**src/rtl/rr_grant_arbiter_pkg.sv**
```systemverilog
// Shared definitions for the 8-way round-robin grant arbiter.
package rr_grant_arbiter_pkg;

  localparam int unsigned NUM_REQ = 8;
  localparam int unsigned IDX_W   = 3;

  typedef enum logic {
    ST_IDLE  = 1'b0,
    ST_GRANT = 1'b1
  } state_t;

  function automatic logic [IDX_W-1:0] bitrev3(input logic [IDX_W-1:0] v);
    return {v[0], v[1], v[2]};
  endfunction

endpackage

```
**src/rtl/rr_grant_arbiter_decoder.sv**
```systemverilog
// Legacy 3-to-8 enable decoder: asserts Y[7 - {I[0],I[1],I[2]}] when EN is high.
module decoder (
  input  logic [2:0] I,
  input  logic       EN,
  output logic [7:0] Y
);

  logic [2:0] sel;

  assign sel = 3'd7 - {I[0], I[1], I[2]};

  always_comb begin
    Y = '0;
    if (EN) Y[sel] = 1'b1;
  end

endmodule

```
**src/rtl/rr_grant_arbiter.sv**
```systemverilog
// Round-robin arbiter for 8 requesters: one grant at a time, held until done,
// request drop or hold limit, with at least one idle cycle between grants.
module rr_grant_arbiter
  import rr_grant_arbiter_pkg::*;
#(
  parameter int unsigned HOLD_W   = 4,
  parameter int unsigned MAX_HOLD = 15
) (
  input  logic                 clk,
  input  logic                 rst,
  input  logic [NUM_REQ-1:0]   req,
  input  logic                 done,
  output logic [NUM_REQ-1:0]   gnt,
  output logic [IDX_W-1:0]     gnt_idx,
  output logic                 gnt_en,
  output logic                 timeout
);

  localparam logic [HOLD_W-1:0] MAX_HOLD_C = HOLD_W'(MAX_HOLD);
  localparam logic              HOLD_ON    = (MAX_HOLD != 0);

  state_t             state_q, state_d;
  logic [IDX_W-1:0]   ptr_q, ptr_d;
  logic [IDX_W-1:0]   owner_q, owner_d;
  logic [HOLD_W-1:0]  hold_q, hold_d;
  logic               timeout_q, timeout_d;

  logic               pick_found;
  logic [IDX_W-1:0]   pick_idx;
  logic [IDX_W-1:0]   cand;
  logic [HOLD_W-1:0]  hold_inc;
  logic               hold_hit;
  logic               release_now;
  logic [IDX_W-1:0]   dec_sel;

  // Rotating priority search starting at ptr, wrapping 7 -> 0.
  always_comb begin
    pick_found = 1'b0;
    pick_idx   = ptr_q;
    cand       = '0;
    for (int unsigned i = 0; i < NUM_REQ; i++) begin
      cand = ptr_q + IDX_W'(i);
      if (!pick_found && req[cand]) begin
        pick_found = 1'b1;
        pick_idx   = cand;
      end
    end
  end

  // The limit is compared against the incremented count so a grant lasts MAX_HOLD cycles.
  always_comb begin
    hold_inc    = (hold_q == MAX_HOLD_C) ? hold_q : hold_q + 1'b1;
    hold_hit    = HOLD_ON && (hold_inc == MAX_HOLD_C);
    release_now = done || !req[owner_q] || hold_hit;
  end

  always_comb begin
    state_d   = state_q;
    ptr_d     = ptr_q;
    owner_d   = owner_q;
    hold_d    = hold_q;
    timeout_d = 1'b0;
    case (state_q)
      ST_IDLE: begin
        if (pick_found) begin
          owner_d = pick_idx;
          hold_d  = '0;
          state_d = ST_GRANT;
        end
      end
      ST_GRANT: begin
        hold_d = hold_inc;
        if (release_now) begin
          state_d   = ST_IDLE;
          ptr_d     = owner_q + 1'b1;
          timeout_d = hold_hit && !done && req[owner_q];
        end
      end
      default: state_d = ST_IDLE;
    endcase
  end

  always_ff @(posedge clk or posedge rst) begin
    if (rst) begin
      state_q   <= ST_IDLE;
      ptr_q     <= '0;
      owner_q   <= '0;
      hold_q    <= '0;
      timeout_q <= 1'b0;
    end else begin
      state_q   <= state_d;
      ptr_q     <= ptr_d;
      owner_q   <= owner_d;
      hold_q    <= hold_d;
      timeout_q <= timeout_d;
    end
  end

  assign gnt_idx = owner_q;
  assign gnt_en  = (state_q == ST_GRANT);
  assign timeout = timeout_q;

  // The decoder's index is reversed and inverted; pre-compensate so gnt[owner] is set.
  assign dec_sel = bitrev3(3'd7 - owner_q);

  decoder u_decoder (
    .I  (dec_sel),
    .EN (gnt_en),
    .Y  (gnt)
  );

endmodule

```
**config.mk**
```make
export PLATFORM = sky130hd
export DESIGN_NAME = rr_grant_arbiter
export DESIGN_NICKNAME = d
export VERILOG_FILES = /design/src/rtl/rr_grant_arbiter_pkg.sv /design/src/rtl/rr_grant_arbiter_decoder.sv /design/src/rtl/rr_grant_arbiter.sv
export SDC_FILE = /design/constraint.sdc
export NUM_CORES = 1
export LEC_CHECK = 0
export CAP_MARGIN = 20
export CORE_ASPECT_RATIO = 1.75
export CORE_UTILIZATION = 25
export CTS_CLUSTER_DIAMETER = 120
export DETAILED_ROUTE_END_ITERATION = 10
export PLACE_DENSITY = 0.5
export SKIP_LAST_GASP = 1
export SLEW_MARGIN = 20
export SYNTH_ARGS = -nofsm -noshare
export SYNTH_HDL_FRONTEND = slang
export SYNTH_SLANG_ARGS = --single-unit
```
**constraint.sdc**
```tcl
create_clock -name clk -period 3.9 [get_ports clk]
set_input_delay 0.585 -clock clk [delete_from_list [all_inputs] [get_ports clk]]
set_output_delay 0.585 -clock clk [all_outputs]
set_load 0.01 [all_outputs]
```
; ---- Word-level counts from Yosys, hierarchy flattened
; Index checks and enable logic that the tools add are counted.
[word_totals]
reg_bits = 12
out_inout_bits = 13
elab_cells = 98
in_bits = 11
[classes]
n_lt_le_gt_ge = 11
bitwise_logic = 1
addsub = 11
reduce_logical = 23
n_eq_ne = 3
muxes = 44
[op_table]
columns = op, count
row1 = $lt A3 B4 Y1 const B, 10
row2 = $bmux W1 S3, 9
row3 = $mux W1, 22
row4 = $mux W3, 7
row5 = $add A3 B3 Y3 const B, 4
row6 = $logic_and A1 B1 Y1, 10
row7 = $logic_not A1 Y1, 9
row8 = $eq A4 B4 Y1 const B, 2
row9 = $mux W4, 2
row10 = $mux W8, 1
row11 = $pmux W4 S2, 1
row12 = $add A3 B1 Y3 const B, 2
row13 = $add A3 B2 Y3 const B, 2
row14 = $sub A3 B3 Y3 const A, 2
row15 = $add A4 B1 Y4 const B, 1
row16 = $reduce_and A2 Y1, 2
row17 = $demux W1 S3, 1
row18 = $ge A3 B1 Y1 const B, 1
row19 = $logic_or A1 B1 Y1, 2
row20 = $ne A2 B2 Y1 const B, 1
row21 = $pmux W1 S2, 1
row22 = $not A1 Y1, 1

; ---- Longest topological paths before layout
; Gate-level depths: netlist (run 1).
[depth]
ltp_word = 26
ltp_mapped = 11
ltp_nobuf = 8

; ---- Modules after synthesis
; A second synthesis (run 1) with hierarchy kept.
[hier_totals]
hier_cells = 171
hier_area_um2 = 1662.8
[modules_own_cells]
columns = mod, cells_per_inst, area_per_inst_um2, seq_area_each_um2, n_inst
row1 = rr_grant_arbiter, 163, 1567.8, 300.3, 1
row2 = decoder, 8, 95.1, 0.0, 1

; ---- Worst setup path after synthesis (run 1)
; Ideal clock, no wire load.
[synth_timing]
kind = register -> register
from = register ptr_q[1]
to = register owner_q[2], in the netlist gnt_idx[2]
required_time_ns = 3.782
path_slack_ns = 0.977
synth_period_minus_slack_ns = 2.923
n_path_buf = 2
stages_incl_launch_ff = 11
arrival_ns = 2.805
setup_time_ns = 0.118
path_cell_list = dfrtp_1 buf_2 inv_1 ha_1 buf_6 mux4_2 mux2i_1 a22oi_2 o41a_1 a32o_1 a21o_1
[synth_between]
elab_chain_cells = 25
elab_cells_between_ends = 53
cone_classes = add/sub: 7 / mux: 31 / reduce/logical: 15
[synth_rtl]
columns = element, line_no
row1 = start: declaration, rr_grant_arbiter.sv:23  ; logic [IDX_W-1:0] ptr_q, ptr_d;
row2 = start signal: assignment, rr_grant_arbiter.sv:92  ; ptr_q <= ptr_d;
row3 = branches (longest 25 deep; another with $add A3 B1 Y3), n/a
row4 = end signal: assignment, rr_grant_arbiter.sv:93  ; owner_q <= owner_d;
row5 = end: declaration, rr_grant_arbiter.sv:24  ; logic [IDX_W-1:0] owner_q, owner_d;
; Several ways; the timed one is not identified. The select of a mux whose other input is x is not followed.
; A chain may end at the register's enable or synchronous reset.

; ---- Worst setup path in the final report (run 1)
[layout_timing]
from = register ptr_q[0]
to = register owner_q[2], in the netlist gnt_idx[2]
; Same word-level chain as after synthesis.

==> run metrics, run 1 <==
status=finished, final reports clean; Reg2Reg Capture Point=gnt_idx[2]$_DFFE_PP0P_; multi-input combinational cell area=1190 um2; maximum vdd drop=0.000474 V; FF/Latch Area=300 um2; WP data arrival=3340 ps; initial DRC count=33; CTS Buffer Depth=2; gr ovfl total=0; die width=62.2 um; via count=1389; Synthesized Nets=182; Pre-antenna DRT Iters=3; Placed Area=1880 um2; Final Hold Fails=0; flops & latches, synth=12; cell leakage power=0.000710 uW; Final Wtd Congestion=0.845; initial antenna violation count=0; crit-path cells=inv_2, ha_1, mux4_2, mux2i_1, a22oi_2, o41a_1, a32o_1, a21o_1; Clk pin slew, worst setup/hold paths=60 ps; Avg Cell Area, Syn=9.50 um2; filler cell count=688; slowest stage cell, crit path=ha_1; largest net degree at the start of global routing=16; Ys Warns=0; Post-Layout Cell Count=268; crit start category=register; vias in the first global route=1484; nets=204; grt met3 use=1.06%; clk root buf=clkbuf_8; CTS tree=yes; Crit Path Class=register to register; FMAX=311 MHz; routed vias/inst=5.18; Post-Syn Instances=167; post-route cell area=1940 um2; GRT Max-Usage Layer=met2; CTS H-tree lvls=1; first-pass GRT wire length=7.48 mm; clk_lat worst skew=240 ps; Tcrit/Tclk final=82.3%; FF-to-FF path depth=8; CP peak stage delay=740 ps; Slew headroom=54.1%; post-route ant nets=0; Post-synth ARST share=100%; GRT met2 Usage=30.9%; Initial Utilization=25.7%; Power Total=2000 uW; die area=6680 um2; Worst EP required=4030 ps; Max FO, Critical Path=15; DP Worst Slack=704 ps; synth unique cells=49; setup slack after layout=689 ps; Worst Hold Class=register to register; hold buffers post-CTS=0; synthesized area=1590 um2; register area share after synthesis=18.9%; share of layout cells above drive strength 1=18.1%; FP Rows=38; number of port buffers=23; Die Y=107 um; Avg WL per Cell=16.2 um; Final Max Slew Viols=0; met1 usage=13.6%; Synth top area share=19.9%; WHS Path Cells=2; number of synthesized flops with an enable pin=0; IO Pins=24; synth top area cells=mux4_2 20%, dfrtp_1 19%, mux2i_1 5.7%; RSZ-0062 raised after global routing=false; largest area contributor in the netlist=mux4_2; CTS resizes=0; final wirelength=4.33 mm; worst reg2reg setup slack=690 ps; Setup violations, final=0; GRT Overall Usage=14.2%; most frequent cells after synthesis=18 x nand2_1, 15 x nor2_1, 14 x mux4_2; R2R Path Start=ptr_q[0]$_DFFE_PP0P_; Synth Flop Type=dfrtp_1; setup bufs post-CTS=0; area added between synthesis and finish=22.0%; Worst-Margin Slew=688 ps; Hold Crit Start=ptr_q[0]$_DFFE_PP0P_; clock skew=5.58 ps; setup TNS=0 ps; top-count cell post-synth=nand2_1; core area=6180 um2; placed instance count=264; Num CTS Buffers=3; ant diodes=0; Worst Setup End Kind=register; CTS sink count=12; max-cap violations=0; hpwl dp=3.51 mm; Pwr Density=1030 nW/um2; Final min period=3210 ps; DRC=0; Endpoint, Worst Hold=ptr_q[0]$_DFFE_PP0P_
==> cell type report <==
class                           count  share of cell area [%]
Tap cell                           80                    5.17
Inverter                            9                    1.75
Clock buffer                        4                    2.84
Timing Repair Buffer               26                    13.1
Sequential cell                    12                    15.5
Multi-Input combinational cell    137                    61.7
==> routing by layer <==
| metal | routed length, um | vias to the layer above |
|---|---|---|
| met5 | 0 | - |
| met4 | 60 | 0 |
| met3 | 69 | 6 |
| met2 | 2610 | 20 |
| met1 | 1600 | 677 |
| li1 | - | 686 |
==> report_power, final <==
| group | internal, uW | total [uW] | switching (uW) |
|---|---|---|---|
| Combinational | 749 | 1570 | 817 |
| Clock | 89.2 | 137 | 48.1 |
| Sequential | 179 | 298 | 119 |
==> layout by cell type (no fill, tap or decap), drive strengths merged, types with 6 or more instances in the layout <==
cell           Yosys  layout
mux4              14      14
a211oi             6       6
nand2             19      19
clkdlybuf4s50      0      23
nand4              6       6
nor2              15      15
mux2i             13      13
nor3               6       6
dfrtp             12      12
a21oi              6       6
inv                8       8
==> worst max path at each step <==
stage                               startpoint                     end  slack, ps  depth (start not counted)
after floorplan           ptr_q[1]$_DFFE_PP0P_  gnt_idx[2]$_DFFE_PP0P_        980                         10
after global routing      ptr_q[1]$_DFFE_PP0P_  gnt_idx[2]$_DFFE_PP0P_        460                          8
after global placement    ptr_q[0]$_DFFE_PP0P_  gnt_idx[2]$_DFFE_PP0P_        760                          8
final                     ptr_q[0]$_DFFE_PP0P_  gnt_idx[2]$_DFFE_PP0P_        690                          8
after detailed placement  ptr_q[0]$_DFFE_PP0P_  gnt_idx[2]$_DFFE_PP0P_        700                          8
after CTS                 ptr_q[0]$_DFFE_PP0P_  gnt_idx[2]$_DFFE_PP0P_        700                          8
==> cell families (layout without fill, tap and decap cells) <==
| group | Yosys count | in the layout | share of synthesized area [%] |
|---|---|---|---|
| buffers and inverters | 18 | 39 | 5.84 |
| multiplexers | 30 | 30 | 32.8 |
| XOR/XNOR | 7 | 7 | 3.86 |
| AND/OR/NAND/NOR | 58 | 58 | 17.2 |
| flip-flops | 12 | 12 | 18.9 |
| adder cells (fa/ha/maj) | 4 | 4 | 3.15 |
| AO/OA/AOI/OAI | 38 | 38 | 18.2 |
==> worst max-delay path: cells and delay by family, from the launching register on <==
kind,cells,cell delay [ps]
mux,2,900
fa+ha+maj,1,740
flops,1,350
compound gates,4,1040
buf+inv,1,80
==> per-stage QoR <==
stage | hold slack (ps) | util [%]
global placement | 589 | 30.4
detailed placement | 598 | 30.4
floorplan | 450 | -
CTS | 611 | 31.3
global route | 651 | 31.3
finish | 609 | 31.3
==> registers in the layout (all words and copies together) (netlist names) <==
| name | cells |
|---|---|
| timeout | 1 |
| gnt_idx | 3 |
| gnt_en | 1 |
| ptr_q | 3 |
| hold_q | 4 |
No activity file was read; power rests on OpenSTA's default activity.
==> run 2, diff against run 1 <==
clock period = 3 ns   (was 3.9 ns; I/O delays follow)
==> run 2 against run 1 <==
First-iteration DRC count shrank 36%. Highest routed layer unchanged. Non-clock buffer count increased by 16. Sequential power grew 24%. Register-to-register slack got worse by 480 ps. Critical path type unchanged. Flip-flop and latch count stayed put. Clock-buffer cell count down 1. Cell count grew 5.6%. Utilization up 1.8 points. Largest power group unchanged.
==> run metrics, run 2 (synthesis gave the netlist of run 1 again) <==
status=finished, final reports clean (unchanged); Slew headroom=59.1% (was 54.1%); hold buffers post-CTS=0 (unchanged); share of layout cells above drive strength 1=24.6% (was 18.1%); cell leakage power=0.000779 uW (was 0.000710 uW); FP Rows=38 (unchanged); ant diodes=0 (unchanged); Pre-antenna DRT Iters=4 (was 3); crit start category=register (unchanged); gr ovfl total=0 (unchanged); Final Max Slew Viols=0 (unchanged); Pwr Density=1400 nW/um2 (was 1030 nW/um2); Worst EP required=3130 ps (was 4030 ps); initial antenna violation count=0 (unchanged); routed vias/inst=5.36 (was 5.18); CP peak stage delay=600 ps (was 740 ps); Worst Path Buf+Inv=1 (unchanged); core area=6180 um2 (unchanged); CTS Buffer Depth=2 (unchanged); Avg WL per Cell=17.4 um (was 16.2 um); Biggest register=hold_q (unchanged); number of flip-flops in the largest register=4 (unchanged); via count=1517 (was 1389); CTS H-tree lvls=1 (unchanged); initial DRC count=21 (was 33); setup bufs post-CTS=0 (unchanged); hpwl dp=4.02 mm (was 3.51 mm); clk_lat worst skew=240 ps (about the same); slowest stage cell, crit path=mux4_2 (was ha_1); CP delay by family, top=multiplexers (was compound AO/OA/AOI/OAI gates); Setup violations, final=0 (unchanged); Placed Area=2000 um2 (was 1880 um2); largest net degree at the start of global routing=13 (was 16); Final Wtd Congestion=0.849 (was 0.845); RSZ-0062 raised after global routing=false (unchanged); Clk pin slew, worst setup/hold paths=50 ps (was 60 ps); Num CTS Buffers=3 (unchanged); most common cell after layout, fill and taps aside=clkdlybuf4s50_1 (unchanged); Power Total=2850 uW (was 2000 uW); post-route cell area=2040 um2 (was 1940 um2); first-pass GRT wire length=7.89 mm (was 7.48 mm); crit-path cells=inv_1, ha_2, mux4_2, mux2i_4, nand2_1, o41a_1, a32o_1, a21o_1 (was inv_2, ha_1, mux4_2, mux2i_1, a22oi_2, o41a_1, a32o_1, a21o_1); area added between synthesis and finish=28.9% (was 22.0%); setup slack after layout=205 ps (was 689 ps); Max FO, Critical Path=10 (was 15); Worst-Margin Slew=612 ps (was 688 ps); die width=62.2 um (unchanged); CTS tree=yes (unchanged); Worst Hold Class=input pin to async pin (was register to register); CTS resizes=0 (unchanged); clk root buf=clkbuf_8 (unchanged); Tcrit/Tclk final=93.2% (was 82.3%); Final min period=2790 ps (was 3210 ps); commonest non-fill, non-tap cells in the layout=23 x clkdlybuf4s50_1, 19 x buf_4, 18 x nand2_1 (was 23 x clkdlybuf4s50_1, 18 x nand2_1, 15 x nor2_1); GRT Overall Usage=15.4% (was 14.2%); final wirelength=4.93 mm (was 4.33 mm); DP Worst Slack=34.2 ps (was 704 ps); FMAX=358 MHz (was 311 MHz); die area=6680 um2 (unchanged); setup TNS=0 ps (unchanged); CTS sink count=12 (unchanged); vias in the first global route=1551 (was 1484); DRC=0 (unchanged); nets=220 (was 204); IO Pins=24 (unchanged); hold slack=536 ps (was 609 ps); clock skew=3.47 ps (was 5.58 ps); WP data arrival=2920 ps (was 3340 ps); Final Hold Fails=0 (unchanged); max-cap violations=0 (unchanged); Initial Utilization=25.7% (unchanged); post-route ant nets=0 (unchanged); maximum vdd drop=0.000544 V (was 0.000474 V); Die Y=107 um (unchanged); Worst Setup End Kind=register (unchanged); number of port buffers=23 (unchanged); Crit Path Class=register to register (unchanged)
## run 2: cell count changes in the layout (fill, tap and decap cells not counted)
| cell | before | now |
|---|---|---|
| buf_4 | 3 | 19 |
| clkbuf_8 | 4 | 3 |
| ha_1 | 4 | 3 |
| ha_2 | 0 | 1 |
## run 2: final cells by class
type	instances	area [um2]
fillers	684	4140
well taps	80	100
clock buffers	3	41.3
repair buffers	42	373
flip-flops and latches	12	300
multi-input cells	137	1200
inverters	9	33.8
## run 2: final timing paths
check	startpoint	slack, ps	cells after the start	end
max	ptr_q[1]$_DFFE_PP0P_	210	8	gnt_idx[2]$_DFFE_PP0P_
min	rst	540	2	hold_q[2]$_DFFE_PP0P_
max reg2reg	ptr_q[1]$_DFFE_PP0P_	210	8	gnt_idx[2]$_DFFE_PP0P_
min reg2reg	hold_q[1]$_DFFE_PP0P_	610	2	hold_q[1]$_DFFE_PP0P_
max in group asynchronous	rst	2130	2	hold_q[3]$_DFFE_PP0P_
min in group clk	hold_q[1]$_DFFE_PP0P_	610	2	hold_q[1]$_DFFE_PP0P_
## run 2: layer usage
metal / vias up / part of all wire [%] / global-route usage [%]
li1: 711 / - / -
met1: 753 / 34 / 13.6
met2: 40 / 59 / 32.7
met3: 13 / 2.6 / 1.06
met4: 0 / 4.2 / 8.80
met5: - / 0 / 0
## run 2: report_power, final
group	internal (uW)	switching [uW]	leakage, uW	total (uW)
clock network	88.5	58.5	0.0000216	147
logic	1160	1180	0.000607	2340
registers	233	138	0.000150	371
total	1480	1370	0.000779	2850
## run 2: metrics by stage
stage,utilization (%),instances
after global routing,33.1,283
after global placement,32.4,280
final,33.1,283
after detailed placement,32.4,280
after floorplan,-,167
after CTS,33.0,283
